==> config.mk <==
export PLATFORM = sky130hd
export DESIGN_NAME = trigger_unit
export DESIGN_NICKNAME = d
export VERILOG_FILES = /design/src/rtl/trigger_unit_pkg.sv /design/src/rtl/trigger_match.sv /design/src/rtl/trigger_unit.sv
export SDC_FILE = /design/constraint.sdc
export NUM_CORES = 1
export LEC_CHECK = 0
export ABC_AREA = 1
export CAP_MARGIN = 20
export CORE_AREA = 2 2 85 87
export DETAILED_ROUTE_END_ITERATION = 7
export DIE_AREA = 0 0 87 89
export PLACE_DENSITY = 0.75
export SLEW_MARGIN = 10
export SYNTH_ARGS = -nofsm -noshare
export SYNTH_HDL_FRONTEND = slang
export SYNTH_SLANG_ARGS = --single-unit
==> constraint.sdc <==
create_clock -name clk -period 2 [get_ports clk]
set_input_delay 0.3 -clock clk [delete_from_list [all_inputs] [get_ports clk]]
set_output_delay 0.3 -clock clk [all_outputs]
set_load 0.02 [all_outputs]
==> src/rtl/trigger_unit_pkg.sv <==
// Shared definitions for the trigger unit.
//   DEF_DATA_WIDTH / DEF_COUNT_WIDTH : default widths of probed data and counters
//   trig_state_t                      : FSM state encoding (IDLE / ARMED / FIRED, 2 bits)
//   norm_count()                      : maps an occurrence target of 0 onto 1
package trigger_unit_pkg;

   localparam int DEF_DATA_WIDTH  = 8;
   localparam int DEF_COUNT_WIDTH = 16;

   typedef enum logic [1:0] {
      TRIG_IDLE  = 2'd0,
      TRIG_ARMED = 2'd1,
      TRIG_FIRED = 2'd2
   } trig_state_t;

   // A target of zero would never be reached by a counter that starts at
   // zero and increments before comparing, so it is treated as one.
   function automatic logic [DEF_COUNT_WIDTH-1:0] norm_count(
      input logic [DEF_COUNT_WIDTH-1:0] c
   );
      return (c == '0) ? {{(DEF_COUNT_WIDTH-1){1'b0}}, 1'b1} : c;
   endfunction

endpackage

==> src/rtl/trigger_match.sv <==
// Pattern matcher for the trigger unit.
// Holds the latched mask/value/edge configuration and the previous-match
// flag, and produces the per-cycle qualify strobe.
// Ports:
//   clk, reset        clock, asynchronous active-low reset
//   i_latch           capture i_mask/i_value/i_edge_en this cycle (arm)
//   i_track           FSM is ARMED: follow match into prev_match
//   i_primed          capture buffer filled
//   i_data            probed data
//   i_mask, i_value   compare pattern (only sampled on i_latch)
//   i_edge_en         edge qualifier (only sampled on i_latch)
//   o_qualify         this cycle counts as an occurrence
module trigger_match
   import trigger_unit_pkg::*;
#(
   parameter int DATA_WIDTH = DEF_DATA_WIDTH
) (
   input  logic                  clk,
   input  logic                  reset,
   input  logic                  i_latch,
   input  logic                  i_track,
   input  logic                  i_primed,
   input  logic [DATA_WIDTH-1:0] i_data,
   input  logic [DATA_WIDTH-1:0] i_mask,
   input  logic [DATA_WIDTH-1:0] i_value,
   input  logic                  i_edge_en,
   output logic                  o_qualify
);

   logic [DATA_WIDTH-1:0] cfg_mask;
   logic [DATA_WIDTH-1:0] cfg_value;
   logic                  cfg_edge;
   logic                  prev_match;
   logic                  match;

   // Compare only against the latched pattern; a zero mask matches always.
   assign match     = (((i_data ^ cfg_value) & cfg_mask) == '0);
   assign o_qualify = match & i_primed & (cfg_edge ? ~prev_match : 1'b1);

   always_ff @(posedge clk or negedge reset) begin
      if (!reset) begin
         cfg_mask   <= '0;
         cfg_value  <= '0;
         cfg_edge   <= 1'b0;
         prev_match <= 1'b1;
      end else if (i_latch) begin
         cfg_mask   <= i_mask;
         cfg_value  <= i_value;
         cfg_edge   <= i_edge_en;
         // A match already present at arm time must not look like an edge.
         prev_match <= 1'b1;
      end else if (i_track) begin
         // Tracked even while unprimed so the edge history stays current.
         prev_match <= match;
      end
   end

endmodule

==> src/rtl/trigger_unit.sv <==
// Programmable trigger generator feeding the capture core's i_trigger.
// Counts qualifying pattern matches while the capture buffer is primed and
// emits a registered single-cycle pulse once the occurrence target is hit.
// Ports:
//   clk, reset      clock, asynchronous active-low reset
//   i_arm           pulse: latch config and enter ARMED (restarts if ARMED)
//   i_disarm        pulse: return to IDLE; beats i_arm and a same-cycle match
//   i_primed        capture buffer filled
//   i_data          probed data
//   i_mask/i_value  compare pattern, i_edge_en edge qualifier, i_count target
//   o_trigger       one-cycle pulse, the cycle after the completing match
//   o_armed/o_fired state flags (o_fired sticky until arm/disarm)
//   o_match_count   qualifying matches since arm
//   o_state         current FSM state for observation
module trigger_unit
   import trigger_unit_pkg::*;
#(
   parameter int DATA_WIDTH  = DEF_DATA_WIDTH,
   parameter int COUNT_WIDTH = DEF_COUNT_WIDTH
) (
   input  logic                   clk,
   input  logic                   reset,
   input  logic                   i_arm,
   input  logic                   i_disarm,
   input  logic                   i_primed,
   input  logic [DATA_WIDTH-1:0]  i_data,
   input  logic [DATA_WIDTH-1:0]  i_mask,
   input  logic [DATA_WIDTH-1:0]  i_value,
   input  logic                   i_edge_en,
   input  logic [COUNT_WIDTH-1:0] i_count,
   output logic                   o_trigger,
   output logic                   o_armed,
   output logic                   o_fired,
   output logic [COUNT_WIDTH-1:0] o_match_count,
   output trig_state_t            o_state
);

   trig_state_t            state;
   logic [COUNT_WIDTH-1:0] cfg_count;
   logic [COUNT_WIDTH-1:0] match_count;
   logic [COUNT_WIDTH-1:0] count_inc;
   logic                   arm_go;
   logic                   qualify;

   assign arm_go    = i_arm & ~i_disarm;
   assign count_inc = match_count + {{(COUNT_WIDTH-1){1'b0}}, 1'b1};

   trigger_match #(
      .DATA_WIDTH (DATA_WIDTH)
   ) u_match (
      .clk       (clk),
      .reset     (reset),
      .i_latch   (arm_go),
      .i_track   (state == TRIG_ARMED),
      .i_primed  (i_primed),
      .i_data    (i_data),
      .i_mask    (i_mask),
      .i_value   (i_value),
      .i_edge_en (i_edge_en),
      .o_qualify (qualify)
   );

   always_ff @(posedge clk or negedge reset) begin
      if (!reset) begin
         state       <= TRIG_IDLE;
         cfg_count   <= '0;
         match_count <= '0;
         o_trigger   <= 1'b0;
      end else begin
         o_trigger <= 1'b0;
         if (i_disarm) begin
            state       <= TRIG_IDLE;
            match_count <= '0;
         end else if (i_arm) begin
            // Same path from IDLE, FIRED, or a restart while ARMED.
            state       <= TRIG_ARMED;
            match_count <= '0;
            cfg_count   <= COUNT_WIDTH'(norm_count(DEF_COUNT_WIDTH'(i_count)));
         end else begin
            case (state)
               TRIG_ARMED: begin
                  if (qualify) begin
                     match_count <= count_inc;
                     if (count_inc == cfg_count) begin
                        o_trigger <= 1'b1;
                        state     <= TRIG_FIRED;
                     end
                  end
               end
               default: ;  // IDLE and FIRED wait for arm/disarm
            endcase
         end
      end
   end

   assign o_armed       = (state == TRIG_ARMED);
   assign o_fired       = (state == TRIG_FIRED);
   assign o_match_count = match_count;
   assign o_state       = state;

endmodule

Word level (Yosys, flattened, before mapping)
Cells that the tools add are included.
- output and inout bits: 21
- logic and storage cells: 46
- input port bits: 46
- register bits after elaboration: 53
- bitwise gates (word level): 7
- mux-type cells: 18
- reduce and logical (&&, ||, !) cells: 9
- $add $sub $neg: 1
- eq/ne operators: 3
- operators with widths (cell ; number):
    two-way mux 16 bit ; 5
    adder 16 x 1 -> 16 bit (second input constant) ; 1
    equality test 16 bit ; 1
    zero test 16 bit ; 1
    two-way mux 2 bit ; 5
    nonzero test 3 bit ; 3
    AND 8 bit ; 1
    zero test 8 bit ; 1
    two-way mux 1 bit ; 8
    XOR 8 bit ; 1
    AND reduction 2 bit ; 2
    AND 1 bit ; 3
    AND reduction 3 bit ; 1
    equality test 2 x 1 -> 1 bit (second input constant) ; 1
    equality test 2 bit (second input constant) ; 1
    NOT 1 bit ; 2
    nonzero test 2 bit ; 1

Longest topological paths before layout
- word-level depth: 9
- mapped depth: 15
- depth with buffers taken out: 15

By module
Synthesis repeated with hierarchy kept, for this count alone.
- cell total of the unflattened synthesis: 402
- area, all modules: 2964.1 um^2
- modules (own cells, without submodules) (module ; times used ; cells each ; sequential area each (um^2) ; area an instance (um^2)):
    trigger_unit ; 1 ; 302 ; 875.8 ; 2087.0
    trigger_match ; 1 ; 100 ; 451.7 ; 877.1

Least setup slack after synthesis
OpenSTA, ideal clock, no wires.
- kind: reg-to-reg
- from: reg match_count[0], in the netlist o_match_count[0]
- to: reg state[0], in the netlist o_state[0]
- cell stages (with the launch flop): 13
- buffers on the path: 0
- library setup time: 0.130 ns
- arrival time: 1.708 ns
- slack: 0.162 ns
- period minus slack after synthesis: 1.838 ns
- required time: 1.870 ns
- cell sequence: dfrtp_1 > ha_1 > nand2_1 > inv_1 > nand2_1 > o21ai_0 > nor2_1 > nor2_1 > nand2_1 > nor2_1 > nand3_2 > nand2_1 > nand2_1
- word-level cells in the longest chain between the ends: 4
- RTL lines (what ; line ; text):
    from (decl) ; trigger_unit.sv:40 ; logic [COUNT_WIDTH-1:0] match_count;
    from (signal assigned) ; trigger_unit.sv:83 ; match_count <= count_inc;
    adder 16 x 1 -> 16 bit ; trigger_unit.sv:46 ; assign count_inc = match_count + {{(COUNT_WIDTH-1){1'b0}}, 1'b1};
    equality test 16 bit ; trigger_unit.sv:84 ; if (count_inc == cfg_count) begin
    nonzero test 3 bit (no line) ; n/a ;
    AND reduction 3 bit (no line) ; n/a ;
    to (signal assigned) ; trigger_unit.sv:65 ; state <= TRIG_IDLE;
    to (signal assigned) ; trigger_unit.sv:76 ; state <= TRIG_ARMED;
    to (signal assigned) ; trigger_unit.sv:86 ; state <= TRIG_FIRED;
    to (decl) ; trigger_unit.sv:38 ; trig_state_t state;
No other way between the ends.
A chain may end at the register's enable or synchronous reset.

Worst setup path after layout
- from: reg state[0], in the netlist o_state[0]
- to: out o_armed
- word-level cells in the longest chain between the ends: 1
- RTL lines (what ; line ; text):
    from (signal assigned) ; trigger_unit.sv:65 ;
    from (signal assigned) ; trigger_unit.sv:72 ; state <= TRIG_IDLE;
    from (signal assigned) ; trigger_unit.sv:76 ;
    equality test 2 x 1 -> 1 bit ; trigger_unit.sv:96 ; assign o_armed = (state == TRIG_ARMED);
    to (decl) ; trigger_unit.sv:32 ; output logic o_armed,
No other way between the ends.

==> run summary <==
The flow ran to the end, and the final reports show no timing, DRC or antenna violations. The DRC violation total after the first TritonRoute iteration came out at 123. The post-route met1 wirelength came out at between 3 and 4 mm. The total met2 wirelength after detailed routing came out at around 3.7 mm. The combinational share of power came out at 16.9%. After clock tree synthesis, the clock-pin slew on the worst setup and hold paths is roughly 0.1 ns. The path class of the tightest hold or removal check is reg -> reg. Prior to clock tree synthesis, the placed netlist has a worst setup slack of -0.04983 ns. The overall global routing resource usage came out at 20.61%. The via count normalized by instance count is ~5.0. The total overflow left after global routing is 0. The area of the mapped netlist came out at between 2000 and 3000 sq um. The area growth from synthesis to layout came out at 32.20%.

The startpoint of the lowest-slack register-to-register path is o_match_count[0]$_DFFE_PN0P_. The maximum level of the CTS H-tree came out at 2. The category of the worst setup path capture point is an output port. The final cycle utilization of the critical path came out at between 90% and 100%.

The die covers 7743 sq um. The analysis attributes to net switching a power of 620.7 uW. The routability-driven placement congestion ratio came out at 0.8328. The maximum number of pins on one net before global-route repair came out at 54.

The fraction of power spent switching nets is between 20% and 30%. The maximum clock skew at final layout is 0.01036 ns. The mean instance size in the synthesized netlist came out at between 7 and 8 sq um. The number of slew-limit violations in the final report was 0. Once detail routing completed, the nets flagged for antenna violations numbered 0. The instance area at placement is between 3000 and 4000 sq um. The pin slew with the least headroom to its limit is around 0.46 ns. The worst-case headroom to the max-slew limit came out at 69.21%.

The final sum of negative setup slack is 0 ns. The later-pin clock latency in the skew report came out at 0.31 ns. IR analysis of the VDD net gives a maximum drop of about 0.34 mV. The worst-path maximum fanout is 3. Setup repair after global routing could not meet its margin everywhere. Based on the critical path, the design can be clocked at up to ~530 MHz. For hold timing, the worst endpoint is u_match.cfg_edge$_DFFE_PN0P_. In this run the count of I/O pins placed on the die edge is 67. The number of buffers added for setup after CTS came out at 0. The routed via count came out at just under 3000. In the final layout, the share of cells above drive strength 1 is a little under 9%. Synthesis instantiated 27 different standard cells from the library. The top layer used by detailed routing is met4.

Yosys printed 0 warnings. The maximum root-to-sink buffer count came out at 2. The area of the core is ~6700 sq um. The total of max-cap violations came out at 0.

The sequential fraction of design power came out at roughly 52%. The post-DP HPWL is approximately 5.7 mm. The count of standard-cell rows is 30.

The length of the first detailed-routing pass in iterations is 4. Once the floorplan was initialized, standard cells occupied 44.00% of the core. The clock sink total came out at 53. Buffers placed on the I/O ports in this run total between 60 and 70. For the worst setup path, the data arrival time is between 1.5 and 2 ns. The number of clock buffers inserted by TritonCTS is 5. sky130_fd_sc_hd__dfrtp_1 takes more of the synthesized area than any other cell. The via count of the first global-routing pass is between 2000 and 3000. The sequential-to-total area share from yosys stat is between 40 and 50%. The final number of hold-violating endpoints came out at 0. The number of antenna violations at the first check in global routing came out at 0. The DRC violation count after routing is 0. Synthesis handed over a netlist of approximately 420 instances. The length of routed met3 wiring came out at 385 um.

STA classifies the critical path startpoint as a register. The antenna cell count is 0. The routed length per instance is around 13 um.

The routed design has between 7 and 8 mm of wire. The power per cell area came out at between 600 and 700 nW/um^2. The internal power of the cells is 1730 uW. In this run the biggest area consumer among cell types represents between 40% and 50% of the synthesized area. The worst hold path passes through 2 cells. The total setup violations reported at the end of the flow is 0. The clock network power share is 31.1%. The worst setup path category is reg -> out. The smallest setup slack after layout came out at between 0.1 and 0.15 ns. The number of cells on the worst reg-to-reg path is 15. In the final design database the tool counted 543 nets. The time the final worst path needs with I/O delays and setup is about 1.9 ns. The number of filler cells placed in the layout is ~640. TritonCTS built the clock tree. The buffer cell driving the clock tree root is sky130_fd_sc_hd__clkbuf_8.

The terminus of the critical flop-to-flop path is o_state[0]$_DFFE_PN0P_. The worst hold path begins at u_match.cfg_edge$_DFFE_PN0P_. After routing the design area is slightly below 4000 sq um. The chip width is approximately 87 um. The number of nets produced by synthesis came out at around 470. The slack of the worst reg-to-reg path is about 0.12 ns. In this run the static leakage power is about 0.0019 uW. The post-synthesis register bit count came out at between 50 and 60. From bottom edge to top edge, the die measures 89 um.

In the post-synthesis netlist, the biggest area contributors are sky130_fd_sc_hd__dfrtp_1 44%, sky130_fd_sc_hd__nand2_1 23%, sky130_fd_sc_hd__inv_1 6.3%. At the worst endpoint, the required time is ~1.7 ns. The wire length of the first global-routing pass is 12.65 mm.
## sequential cells by signal, indices dropped and copies added (netlist names)
signal,count
cfg_count,16
o_match_count,16
o_state,2
o_trigger,1
u_match.cfg_edge,1
u_match.cfg_mask,8
u_match.cfg_value,8
u_match.prev_match,1
## metrics by stage
stage	util, %	hold slack, ns	instances	power, uW
6_report	58.18	0.4803	577	2351
3_3_place_gp	56.07	0.3196	568	1631
5_1_grt	58.18	0.5081	577	2475
4_1_cts	57.82	0.4886	577	2366
2_1_floorplan	-	0.004409	422	1439
3_5_place_dp	56.07	0.3194	568	1642
## placed cells by master (no fill, tap or decap), types with 2 or more instances in the layout
master	netlist	layout
sky130_fd_sc_hd__buf_12	0	2
sky130_fd_sc_hd__buf_4	0	6
sky130_fd_sc_hd__clkbuf_8	0	5
sky130_fd_sc_hd__clkdlybuf4s50_1	0	65
sky130_fd_sc_hd__dfrtp_1	52	51
sky130_fd_sc_hd__inv_1	50	49
sky130_fd_sc_hd__inv_2	2	3
sky130_fd_sc_hd__nand2_1	180	179
sky130_fd_sc_hd__nand2_2	3	4
sky130_fd_sc_hd__nand3_1	29	28
sky130_fd_sc_hd__nand3_2	2	3
sky130_fd_sc_hd__nand3b_1	5	5
sky130_fd_sc_hd__nand4_1	6	6
sky130_fd_sc_hd__nor2_1	30	25
sky130_fd_sc_hd__nor2_2	6	10
sky130_fd_sc_hd__nor2_4	2	3
sky130_fd_sc_hd__nor3_1	2	2
sky130_fd_sc_hd__nor4_1	4	4
sky130_fd_sc_hd__o21ai_0	18	16
sky130_fd_sc_hd__o21ai_1	2	4
sky130_fd_sc_hd__o22ai_1	13	13
## worst max-delay path, stage by stage, from the launching register on
cell and delay [ns]:
sky130_fd_sc_hd__dfrtp_1 0.40, sky130_fd_sc_hd__inv_1 0.08, sky130_fd_sc_hd__nor2_1 0.16, sky130_fd_sc_hd__clkdlybuf4s50_1 0.63
## layout make-up
type,count,area [sq um],area share (%)
repair buffers,75,750.7,19.21
well taps,80,100.1,2.561
clock inverters,2,35.03,0.8963
inverters,52,195.2,4.994
flip-flops and latches,53,1329,33.99
multi-input cells,309,1426,36.49
clock buffers,6,72.57,1.857
## power by group through the flow
| stage | logic [uW] | clock network [uW] | registers [uW] |
|---|---|---|---|
| after global routing | 455 | 784 | 1240 |
| final | 398 | 731 | 1220 |
| after detailed placement | 400 | 0 | 1240 |
| after CTS | 402 | 742 | 1220 |
| after global placement | 391 | 0 | 1240 |
| after floorplan | 210 | 0 | 1230 |
## cells in the mapped netlist
library cell	number
sky130_fd_sc_hd__a21oi_2	1
sky130_fd_sc_hd__a22oi_1	1
sky130_fd_sc_hd__buf_2	2
sky130_fd_sc_hd__clkbuf_1	6
sky130_fd_sc_hd__dfrtp_1	52
sky130_fd_sc_hd__dfstp_2	1
sky130_fd_sc_hd__ha_1	1
sky130_fd_sc_hd__inv_1	50
sky130_fd_sc_hd__inv_2	2
sky130_fd_sc_hd__nand2_1	180
sky130_fd_sc_hd__nand2_2	3
sky130_fd_sc_hd__nand2_4	1
sky130_fd_sc_hd__nand3_1	29
sky130_fd_sc_hd__nand3_2	2
sky130_fd_sc_hd__nand3b_1	5
sky130_fd_sc_hd__nand4_1	6
sky130_fd_sc_hd__nor2_1	30
sky130_fd_sc_hd__nor2_2	6
sky130_fd_sc_hd__nor2_4	2
sky130_fd_sc_hd__nor3_1	2
sky130_fd_sc_hd__nor4_1	4
sky130_fd_sc_hd__o21ai_0	18
sky130_fd_sc_hd__o21ai_1	2
sky130_fd_sc_hd__o22ai_1	13
sky130_fd_sc_hd__or2_1	1
sky130_fd_sc_hd__xnor3_1	1
sky130_fd_sc_hd__xor2_1	1
## logic make-up (layout without fill, tap and decap cells)
kind of cell | after synthesis | after routing | synth area share (%)
flip-flops | 53 | 53 | 44.90
adder cells (fa/ha/maj) | 1 | 1 | 0.4231
XOR/XNOR | 2 | 2 | 1.058
buffers and inverters | 60 | 135 | 7.702
AO/OA/AOI/OAI | 35 | 35 | 6.687
AND/OR/NAND/NOR | 271 | 271 | 39.23
## per-layer routing
metal	vias to the layer above	global-route usage [%]
met1	1324	25.19
met5	-	0
met2	75	37.13
met3	10	4.432
li1	1474	-
met4	0	5.114
## repair_timing
| item | 4_1_cts | 5_1_grt |
|---|---|---|
| hold buffers | 1 | 0 |
| endpoints found under the setup margin | 0 | 3 |
| hold endpoints to repair | 52 | 0 |
| resized for setup | 0 | 11 |
## worst max-delay path by stage
stage,endpoint,slack (ns),start
final,o_armed,0.12,o_state[0]$_DFFE_PN0P_
after global routing,o_state[0]$_DFFE_PN0P_,-0.05,o_match_count[1]$_DFFE_PN0P_
after CTS,o_state[0]$_DFFE_PN0P_,0.05,o_match_count[1]$_DFFE_PN0P_
after detailed placement,o_state[0]$_DFFE_PN0P_,-0.05,i_data[1]
after global placement,o_match_count[11]$_DFFE_PN0P_,0.05,i_data[6]
after floorplan,o_state[0]$_DFFE_PN0P_,0.16,o_match_count[0]$_DFFE_PN0P_
Power figures use the tool's default switching activity.
